===== src/rtl/seg7_varredura_pkg.sv =====
// Shared display constants and the digit-to-segment decode used by the scan driver.
// Patterns are active-high, bit 0 = a ... bit 6 = g.
package seg7_varredura_pkg;

   localparam int NUM_DIG = 4;

   localparam logic [6:0] SEG_0     = 7'b0111111;
   localparam logic [6:0] SEG_1     = 7'b0000110;
   localparam logic [6:0] SEG_2     = 7'b1011011;
   localparam logic [6:0] SEG_3     = 7'b1001111;
   localparam logic [6:0] SEG_4     = 7'b1100110;
   localparam logic [6:0] SEG_5     = 7'b1101101;
   localparam logic [6:0] SEG_6     = 7'b1111101;
   localparam logic [6:0] SEG_7     = 7'b0000111;
   localparam logic [6:0] SEG_8     = 7'b1111111;
   localparam logic [6:0] SEG_9     = 7'b1101111;
   localparam logic [6:0] SEG_DASH  = 7'b1000000;
   localparam logic [6:0] SEG_BLANK = 7'b0000000;

   function automatic logic [6:0] seg_decode(input logic [3:0] d, input logic blank);
      logic [6:0] p;
      case (d)
         4'd0:    p = SEG_0;
         4'd1:    p = SEG_1;
         4'd2:    p = SEG_2;
         4'd3:    p = SEG_3;
         4'd4:    p = SEG_4;
         4'd5:    p = SEG_5;
         4'd6:    p = SEG_6;
         4'd7:    p = SEG_7;
         4'd8:    p = SEG_8;
         4'd9:    p = SEG_9;
         default: p = SEG_DASH;
      endcase
      return blank ? SEG_BLANK : p;
   endfunction

endpackage


===== src/rtl/seg7_varredura_bcd_para_7seg.sv =====
// Combinational BCD digit to active-high seven-segment pattern, with blank override.
module bcd_para_7seg
   import seg7_varredura_pkg::*;
(
   input  logic [3:0] digito,
   input  logic       apagar,
   output logic [6:0] padrao
);

   assign padrao = seg_decode(digito, apagar);

endmodule


===== src/rtl/seg7_varredura.sv =====
// Four-digit multiplexed seven-segment driver: captures BCD digits on a strobe and
// scans them with a dark guard at the start of each slot and leading-zero blanking.
module seg7_varredura
   import seg7_varredura_pkg::*;
#(
   parameter int CLK_DIV        = 50000,
   parameter int GUARD          = 500,
   parameter bit BLANK_LZ       = 1'b1,
   parameter bit SEG_ACTIVE_LOW = 1'b1,
   parameter bit AN_ACTIVE_LOW  = 1'b1
) (
   input  logic       clock,
   input  logic       reset_n,
   input  logic       escrever,
   input  logic [3:0] setseg1,
   input  logic [3:0] setseg2,
   input  logic [3:0] setseg3,
   input  logic [3:0] setseg4,
   output logic [6:0] segmentos,
   output logic [3:0] anodos
);

   localparam int CNT_W = (CLK_DIV > 1) ? $clog2(CLK_DIV) : 1;

   logic [NUM_DIG-1:0][3:0] dig;
   logic [CNT_W-1:0]        cnt;
   logic [1:0]              idx;
   logic [NUM_DIG-1:0]      zero_up;
   logic                    apagar;
   logic [6:0]              padrao;
   logic [3:0]              en;

   always_ff @(posedge clock or negedge reset_n) begin
      if (!reset_n) begin
         dig <= '0;
      end else if (escrever) begin
         dig <= {setseg4, setseg3, setseg2, setseg1};
      end
   end

   always_ff @(posedge clock or negedge reset_n) begin
      if (!reset_n) begin
         cnt <= '0;
         idx <= '0;
      end else if (cnt == CNT_W'(CLK_DIV - 1)) begin
         cnt <= '0;
         idx <= idx + 2'd1;
      end else begin
         cnt <= cnt + CNT_W'(1);
      end
   end

   // zero_up[k]: every digit from k upward is zero, i.e. digit k is a leading zero
   always_comb begin
      zero_up[NUM_DIG-1] = (dig[NUM_DIG-1] == 4'd0);
      for (int j = NUM_DIG - 2; j >= 0; j--) begin
         zero_up[j] = (dig[j] == 4'd0) && zero_up[j+1];
      end
   end

   assign apagar = BLANK_LZ && (idx != 2'd0) && zero_up[idx];

   bcd_para_7seg u_dec (
      .digito (dig[idx]),
      .apagar (apagar),
      .padrao (padrao)
   );

   always_comb begin
      en = 4'b0000;
      if ((cnt >= CNT_W'(GUARD)) && !apagar) en = 4'b0001 << idx;
   end

   always_ff @(posedge clock or negedge reset_n) begin
      if (!reset_n) begin
         anodos    <= {4{AN_ACTIVE_LOW}};
         segmentos <= {7{SEG_ACTIVE_LOW}};
      end else begin
         anodos    <= en ^ {4{AN_ACTIVE_LOW}};
         segmentos <= padrao ^ {7{SEG_ACTIVE_LOW}};
      end
   end

endmodule


===== config.mk =====
export PLATFORM = sky130hd
export DESIGN_NAME = seg7_varredura
export DESIGN_NICKNAME = d
export VERILOG_FILES = /design/src/rtl/seg7_varredura_pkg.sv /design/src/rtl/seg7_varredura_bcd_para_7seg.sv /design/src/rtl/seg7_varredura.sv
export SDC_FILE = /design/constraint.sdc
export NUM_CORES = 1
export LEC_CHECK = 0
export BUFFER_PORTS_ARGS = -buffer_cell sky130_fd_sc_hd__buf_2
export CORE_ASPECT_RATIO = 0.6
export CORE_MARGIN = 10
export CORE_UTILIZATION = 40
export DETAILED_ROUTE_END_ITERATION = 10
export SLEW_MARGIN = 20
export SYNTH_ARGS = -nofsm -noshare
export SYNTH_HDL_FRONTEND = slang
export SYNTH_SLANG_ARGS = --single-unit

===== constraint.sdc =====
create_clock -name clock -period 2.8 [get_ports clock]
set_clock_uncertainty 0.2 [all_clocks]
set_input_delay 0.28 -clock clock [delete_from_list [all_inputs] [get_ports clock]]
set_output_delay 0.28 -clock clock [all_outputs]
set_load 0.01 [all_outputs]

==> results.py <==
metrics = {
    "outcome": {
        "outcome": "finished, final reports clean",
    },
    "clock_tree": {
        "cts_made_buffers": 5,
        "clkTransAtPathRegs_ns": 0.09,
        "root_buffer": "clkbuf_8",
        "cts_max_level": 2,
        "post_cts_buffers": 0,
        "worstSkewPairLatency_ns": 0.30,
        "cts_buffer_depth": 2,
        "postCtsHoldBufs": 4,
        "cts_resized": 0,
        "clock-sinks": 45,
        "cts_tree": "done",
    },
    "route": {
        "drc": 0,
        "dr_total_vias": 1427,
        "dr.pass1.iters": 4,
        "drtAntennaViolNets": 0,
        "drt_wl_total_um": 4299,
        "via_per_inst": 5.078,
        "wl_per_cell_um": 15.30,
        "first_iter_violations": 107,
    },
    "power": {
        "power_w": 0.001446,
        "power.switching_w": 0.0003222,
        "clockPowerShare_pct": 39.9,
        "p_per_area_mw_per_mm2": 571.5,
        "seq_power_share_pct": 50.1,
        "swShare_pct": 22.27,
        "p_leak_nw": 1.129,
        "combPwrFrac_pct": 10.0,
        "p_int_w": 0.001124,
        "max-vdd-ir-drop_uv": 296.0,
    },
    "setup_path": {
        "arrival_ns": 2.19,
        "critPathLaunchType": "register",
        "criticalPathCategory": "reg2reg",
        "critPathMaxFanout": 10,
        "required_ns": 2.82,
        "critPathCaptureType": "register",
    },
    "timing": {
        "finalHoldViolCount": 0,
        "worstMarginPinSlew_ns": 0.9655,
        "slew_headroom_pct": 35.64,
        "min_period_over_period_pct": 77.67,
        "slew_violations": 0,
        "hold_slack_ns": 0.007271,
        "fin_setup_tns_ns": 0,
        "layout_min_cycle_time_ns": 2.175,
        "setup_viol": 0,
        "rsz0062_at_grt": "no",
        "fmax_mhz": 459.8,
    },
    "die": {
        "core_sq_mm": 0.005155,
        "ios": 30,
        "start_util_pct": 42.21,
        "die_w_um": 115.2,
        "die_y_um": 77.13,
        "rows": 20,
        "die_area_sq_mm": 0.008887,
    },
    "logic_synthesis": {
        "synth_top_family_by_area": "simple AND/OR/NAND/NOR gates",
        "synthFlopType": "dfrtp_1",
        "synth_simple_gate_area_share_pct": 13.63,
        "yosys-top-cells-area": "dfrtp_1 (39%), dfstp_2 (13%), ha_1 (6.3%)",
        "synthXorXnorAreaFrac_pct": 5.233,
        "synthArstFlopShare_pct": 100.0,
        "synth_compound_area_share_pct": 4.830,
        "yosysWarningCount": 0,
        "yosysMostFrequentCell": "dfrtp_1",
        "syn_nets": 210,
        "synth_seq_area_share_pct": 52.39,
        "netlist.area_leader.share_pct": 39.10,
        "synthTopCellsByCount": "dfrtp_1 (34), nor2_1 (13), dfstp_2 (11), ha_1 (11)",
        "yosysUniqueCellTypes": 40,
        "yosys.area_share.adder_pct": 6.325,
        "netlist_area_sq_mm": 0.002176,
        "synth_edf_count": 0,
        "synthCells": 180,
        "synth_mux_area_share_pct": 13.40,
        "yosysTopAreaCell": "dfrtp_1",
        "ys_ff_latch": 45,
        "syn_area_per_cell_sq_um": 12.09,
    },
    "placed_design": {
        "io_buffers": 29,
        "place.gp.congestion": 0.7769,
        "dp_hpwl_um": 3200,
    },
    "run": {
        "cap_violations": 0,
    },
    "worst_hold_path": {
        "min_path_type": "in2reg",
    },
    "finish": {
        "num-nets-final": 244,
        "syn_to_final_growth_pct": 16.33,
        "drive_gt1_share_pct": 30.23,
        "diodes": 0,
        "fillCellCount": 474,
        "utilization_pct": 49.10,
    },
    "grt": {
        "grt_max_degree": 46,
        "grt_overflow": 0,
        "grt_pass1_wl_um": 7327,
        "grt_pass1_vias": 1413,
        "track_usage_pct": 10.04,
        "antenna_found_initial": 0,
    },
}
## worst max-delay path, stage by stage, from the launching register on
cell and delay (ns):
dfrtp_1 0.59, mux4_2 0.64, inv_1 0.14, ha_1 0.18, nor2_1 0.05, a211oi_1 0.20
o21ai_1 0.09
## per-stage QoR
stage	setup WS, ns	instance area [sq um]	std cells
final	0.6252	2531	281
after global routing	0.4540	2531	281
after CTS	0.6028	2531	281
after detailed placement	0.6132	2357	269
after global placement	0.6723	2357	269
after floorplan	0.8636	2176	180
## cell families (layout without fill, tap and decap cells)
kind of cell               count (synthesis)  count (layout)
DFF                                       45              45
xor gates and xnor gates                  13              13
and+or+nand+nor                           55              55
AOI/OAI and AO/OA                         17              17
muxes                                     22              22
adders and majority gates                 11              11
buffers and inverters                     17              52
## path summary, 6_finish.rpt
kind                               startpoint                     end  slack [ns]  depth (start not counted)
max                        idx[1]$_DFFE_PN0N_  segmentos[5]$_DFF_PN1_        0.63                          6
min                                setseg3[1]      dig[9]$_DFFE_PN0P_       0.007                          2
max reg2reg                idx[1]$_DFFE_PN0N_  segmentos[5]$_DFF_PN1_        0.63                          6
min reg2reg                  cnt[0]$_DFF_PN0_        cnt[0]$_DFF_PN0_        0.31                          1
max in group asynchronous             reset_n       cnt[12]$_DFF_PN0_        1.32                          2
min in group asynchronous             reset_n     dig[15]$_DFFE_PN0P_        0.48                          2
## area by class of cell
cell class,count,area [sq um],area share (%)
clock inverters,3,65.06,2.570
clock buffers,5,68.82,2.719
well taps,66,82.58,3.262
flip-flops and latches,45,1140,45.03
multi-input cells,118,944.7,37.32
repair buffers,34,192.7,7.612
inverters,10,37.54,1.483
## placed cells by master (no fill, tap or decap), types with 8 or more instances in the layout
master	instances
xor2_1	8
nand2_1	8
buf_2	29
nor2_1	13
inv_1	10
dfstp_2	11
dfrtp_1	34
nand3_1	10
mux2_2	10
ha_1	11
## power by group through the flow
stage	Clock, W	Sequential, W	Combinational, W
2_1_floorplan	0	0.000738	0.0000849
3_3_place_gp	0	0.000737	0.000141
3_5_place_dp	0	0.000737	0.000144
4_1_cts	0.000590	0.000724	0.000148
5_1_grt	0.000618	0.000729	0.000165
6_report	0.000577	0.000724	0.000145
## flip-flops by register name (all words and copies together) (netlist names)
name,cells
idx,2
anodos,4
cnt,16
dig,16
segmentos,7
## layer usage
metal / GRT usage (%) / vias up / routed length [um]
li1: - / 695 / -
met1: 15.56 / 693 / 2349
met3: 4.429 / 2 / 333
met5: 0 / - / 0
met4: 1.847 / 0 / 15
met2: 12.00 / 37 / 1600
No activity file was read; power rests on OpenSTA's default activity.
